File: src/rtl/counter_pkg.sv
// Shared definitions for the counter/timer group: FSM state encoding and
// default width/limit used by both the up-counter and the countdown timer.
package counter_pkg;

  localparam int unsigned CNT_WIDTH = 8;
  localparam int unsigned CNT_MAX   = 100;

  typedef enum logic [1:0] {
    ST_IDLE = 2'd0,
    ST_RUN  = 2'd1,
    ST_HOLD = 2'd2,
    ST_DONE = 2'd3
  } cnt_state_t;

endpackage

File: src/rtl/countdown_timer_prescaler.sv
// Free-running 0..DIV-1 prescaler; tick is decoded straight from the register
// so it adds no latency, and with DIV = 1 it reduces to tick = en.
module tick_prescaler #(
  parameter int unsigned DIV = 1
) (
  input  logic clk,
  input  logic rst,
  input  logic en,
  input  logic clr,
  output logic tick
);

  localparam int unsigned PW = (DIV > 1) ? $clog2(DIV) : 1;
  localparam logic [PW-1:0] LAST = PW'(DIV - 1);

  logic [PW-1:0] cnt_q;
  logic [PW-1:0] cnt_d;

  assign tick = en && (cnt_q == LAST);

  always_comb begin
    cnt_d = cnt_q;
    if (clr) begin
      cnt_d = '0;
    end else if (en) begin
      cnt_d = (cnt_q == LAST) ? '0 : cnt_q + 1'b1;
    end
  end

  always_ff @(negedge clk or posedge rst) begin
    if (rst) begin
      cnt_q <= '0;
    end else begin
      cnt_q <= cnt_d;
    end
  end

endmodule

File: src/rtl/countdown_timer.sv
// Loadable saturating down-counter with prescaled decrement, start/pause/load
// FSM and a one-cycle done pulse at terminal count. State updates on negedge.
module countdown_timer
  import counter_pkg::*;
#(
  parameter int unsigned WIDTH = CNT_WIDTH,
  parameter int unsigned MAX   = CNT_MAX,
  parameter int unsigned DIV   = 1
) (
  input  logic             clk,
  input  logic             rst,
  input  logic             load,
  input  logic [WIDTH-1:0] load_val,
  input  logic             start,
  input  logic             pause,
  output logic [WIDTH-1:0] count,
  output logic             busy,
  output logic             done
);

  localparam logic [WIDTH-1:0] MAX_V = WIDTH'(MAX);
  localparam logic [WIDTH-1:0] ONE_V = WIDTH'(1);

  cnt_state_t       state_q, state_d;
  logic [WIDTH-1:0] count_q, count_d;
  logic             done_q, done_d;
  logic             pre_en, pre_clr, tick;
  logic [WIDTH-1:0] load_clamped;

  assign load_clamped = (load_val > MAX_V) ? MAX_V : load_val;

  // A resume from HOLD advances the prescaler on the same edge, so time spent
  // in HOLD is the only delay added to the countdown.
  assign pre_en = !load && !pause &&
                  ((state_q == ST_RUN) || ((state_q == ST_HOLD) && start));
  assign pre_clr = (state_d == ST_IDLE) || (state_d == ST_DONE);

  tick_prescaler #(.DIV(DIV)) u_prescaler (
    .clk  (clk),
    .rst  (rst),
    .en   (pre_en),
    .clr  (pre_clr),
    .tick (tick)
  );

  always_comb begin
    state_d = state_q;
    count_d = count_q;
    done_d  = 1'b0;
    if (load) begin
      state_d = ST_IDLE;
      count_d = load_clamped;
    end else begin
      case (state_q)
        ST_IDLE: begin
          if (start) begin
            if (count_q == '0) begin
              state_d = ST_DONE;
              done_d  = 1'b1;
            end else begin
              state_d = ST_RUN;
            end
          end
        end
        ST_RUN, ST_HOLD: begin
          if (pause) begin
            state_d = ST_HOLD;
          end else if (state_q == ST_RUN || start) begin
            state_d = ST_RUN;
          end
          if (pre_en && tick) begin
            count_d = (count_q == '0) ? '0 : count_q - ONE_V;
            if (count_q <= ONE_V) begin
              state_d = ST_DONE;
              done_d  = 1'b1;
            end
          end
        end
        ST_DONE: state_d = ST_DONE;
        default: state_d = ST_IDLE;
      endcase
    end
  end

  always_ff @(negedge clk or posedge rst) begin
    if (rst) begin
      state_q <= ST_IDLE;
      count_q <= MAX_V;
      done_q  <= 1'b0;
    end else begin
      state_q <= state_d;
      count_q <= count_d;
      done_q  <= done_d;
    end
  end

  assign count = count_q;
  assign busy  = (state_q == ST_RUN) || (state_q == ST_HOLD);
  assign done  = done_q;

endmodule

File: config.mk
export PLATFORM = sky130hd
export DESIGN_NAME = countdown_timer
export DESIGN_NICKNAME = d
export VERILOG_FILES = /design/src/rtl/counter_pkg.sv /design/src/rtl/countdown_timer_prescaler.sv /design/src/rtl/countdown_timer.sv
export SDC_FILE = /design/constraint.sdc
export NUM_CORES = 1
export LEC_CHECK = 0
export ABC_CLOCK_PERIOD_IN_PS = 2420
export BUFFER_PORTS_ARGS = -buffer_cell sky130_fd_sc_hd__buf_2
export CORE_ASPECT_RATIO = 1.25
export CORE_MARGIN = 4
export CORE_UTILIZATION = 25
export DETAILED_ROUTE_END_ITERATION = 10
export SYNTH_ARGS = -nofsm -noshare
export SYNTH_HDL_FRONTEND = slang
export SYNTH_SLANG_ARGS = --single-unit
export TNS_END_PERCENT = 5
File: constraint.sdc
create_clock -name clk -period 2.42 [get_ports clk]
set_clock_uncertainty 0.1 [all_clocks]
set_input_delay 0.363 -clock clk [delete_from_list [all_inputs] [get_ports clk]]
set_output_delay 0.363 -clock clk [all_outputs]
set_load 0.005 [all_outputs]
==> results.tsv <==
metric	value	unit
GRT Util Overall	13.45	%
gr ovfl total	0	
Area Overhead vs Synth	57.18	%
H-tree lvl count	1	
top cell type's share of synthesized area	22.54	%
Max Slew Vio Count	0	
nets	181	
setup TNS	-1.282	ns
CP max stage cell	dfrtn_1	
Vias/cell	5.256	
Hold WC Path Type	flop to flop	
Die Span Y	74.65	um
Mean Syn Cell Area	8.973	um^2
Die ar.	4577	um^2
largest net degree at the start of global routing	10	
Slew @ Worst Pin	0.5793	ns
Mapped Area	888.4	um^2
CP peak stage delay	0.43	ns
Synth area leader	dfrtn_1	
DR vias	1025	
RSZ-0062 raised after global routing	true	
Slew HR	61.02	%
pwr/cell area	671.1	nW/um^2
top-count cell post-synth	nor2_1	
syn_nets	121	
wire length of the first global-routing pass	4595	um
io pins	23	
Initial DRT Pass Iterations	4	
Final GP Congestion	0.8884	
Max Cap Violations	0	
vias in the first global route	1053	
FFs w/ async S/R, synth	100.0	%
initial antenna violation count	0	
Post-synth EDFFs	0	
Hold WS	0.4416	ns
Worst setup EP type	primary output	
port bufs	22	
Mapped Cells	99	
CTS Hold Bufs	0	
Max FO, Critical Path	2	
drt first-iter violations	48	
TritonCTS Buffers	3	
Setup violations, final	15	
fin util	42.19	%
DRC Markers	0	
Commonest cells post-synth	nor2_1 (10), ha_1 (9), dfrtn_1 (8), inv_1 (7), a21oi_1 (6)	
critical path arrival	2.31	ns
grt peak-use layer	met2	
antenna viol nets, final	0	
drt total wl	2789	um
leakage power total	0.6876	nW
Hold Violations, Final	0	
Worst EP required	1.96	ns
Final WS setup	-0.3525	ns
layout cell share with drive strength beyond 1	47.47	%
CP cell instances	inv_2 -> ha_4 -> buf_6	
ys flop type	dfrtn_1	
GRT met3 Usage	2.573	%
Peak VDD IR	0.3221	mV
Core Region	3309	um^2
YS warnings	0	
Starting Density	26.84	%
Power, Total	0.0009371	W
met2 Track Usage GR	22.35	%
ranking of synthesized cells by area	dfrtn_1 (23%), ha_1 (13%), dfstp_2 (8.9%)	
CTS tree	built	
Yosys reg bits	11	
WS Path Type	flop to primary output	
Synth cell types	43	
post-synthesis sequential area ratio	31.41	%
Clock transition at path regs	0.04	ns
# diodes	0	
HPWL after detailed placement	2264	um
Die W	61.32	um
CTS sink count	11	
Startpoint Class	flop	
average wire per standard cell	14.30	um
num rows	23	
violated checks	setup timing	
latest clock arrival within the worst-skew pair	0.30	ns
status	finished with violations	
met1 Resource Use GR	16.51	%
clock root buffer	clkbuf_8	
CTS Buffer Depth	2	
-- where the power goes --
| group | internal, W | switching (W) |
|---|---|---|
| sequential | 0.000221 | 0.0000226 |
| clock | 0.000123 | 0.0000816 |
| combinational | 0.000264 | 0.000225 |
-- worst max-delay path, delay by kind of cell (launching register included) --
kind	cells	cell delay, ns
fa+ha+maj	1	0.27
buf+inv	2	0.14
flops	1	0.43
-- routing by layer --
layer  vias up  part of all wire [%]  routed length [um]
met5         -                     0                   0
met4         0                   2.3                  64
met3        10                   7.8                 218
met2        50                    49                1373
met1       470                    41                1132
li1        495                     -                   -
-- final timing paths --
| path | from | cells past startpoint | slack [ns] | endpoint |
|---|---|---|---|---|
| worst max-delay path | state_q[1] | 3 | -0.35 | busy |
| worst min-delay path | count[1] | 1 | 0.44 | count[1] |
| worst max register to register | state_q[0] | 9 | 0.41 | count[0] |
| worst min register to register | count[1] | 1 | 0.44 | count[1] |
| max in group asynchronous | rst | 3 | 0.76 | count[7] |
| min in group asynchronous | rst | 2 | 1.04 | state_q[0] |
-- area by class of cell --
type / count / area (um^2)
fillers: 335 / 1913
clock inverters: 3 / 11.26
clock buffers: 4 / 45.04
flip-flops and latches: 11 / 279.0
well taps: 37 / 46.29
inverters: 7 / 27.53
multi-input cells: 78 / 610.6
repair buffers: 55 / 376.6
-- per-stage QoR --
step | cell area [um^2] | std cells | worst slack [ns]
after floorplan | 904.6 | 99 | -0.2572
after global placement | 1260 | 186 | -0.3472
after detailed placement | 1260 | 186 | -0.3563
after CTS | 1361 | 195 | -0.3539
after global routing | 1396 | 195 | -0.3890
final | 1396 | 195 | -0.3525
-- timing repair --
action	in CTS	in global routing
resized for setup	7	7
setup buffers	3	0
setup endpoints to repair	16	21
pin swaps	6	3
-- state kept, by name, indices dropped and copies added (netlist names) --
register,flops
count,8
done,1
state_q,2
-- cell families after synthesis --
| kind of cell | synth area share (%) |
|---|---|
| AO/OA/AOI/OAI | 25.07 |
| buffers and inverters | 5.493 |
| adder cells (fa/ha/maj) | 12.68 |
| AND/OR/NAND/NOR | 25.35 |
| flip-flops | 31.41 |
-- cell usage in the layout (no fill, tap or decap), drive strengths merged, types with 3 or more instances in the layout --
master,synthesis,routed
buf,2,55
nor2,10,10
nor3b,3,3
o21ai,4,4
inv,7,9
nand2,5,5
nand2b,3,3
clkbuf,0,4
nor3,5,5
dfrtn,8,8
dfstp,3,3
a21oi,6,6
ha,9,9
Power figures use the tool's default switching activity.
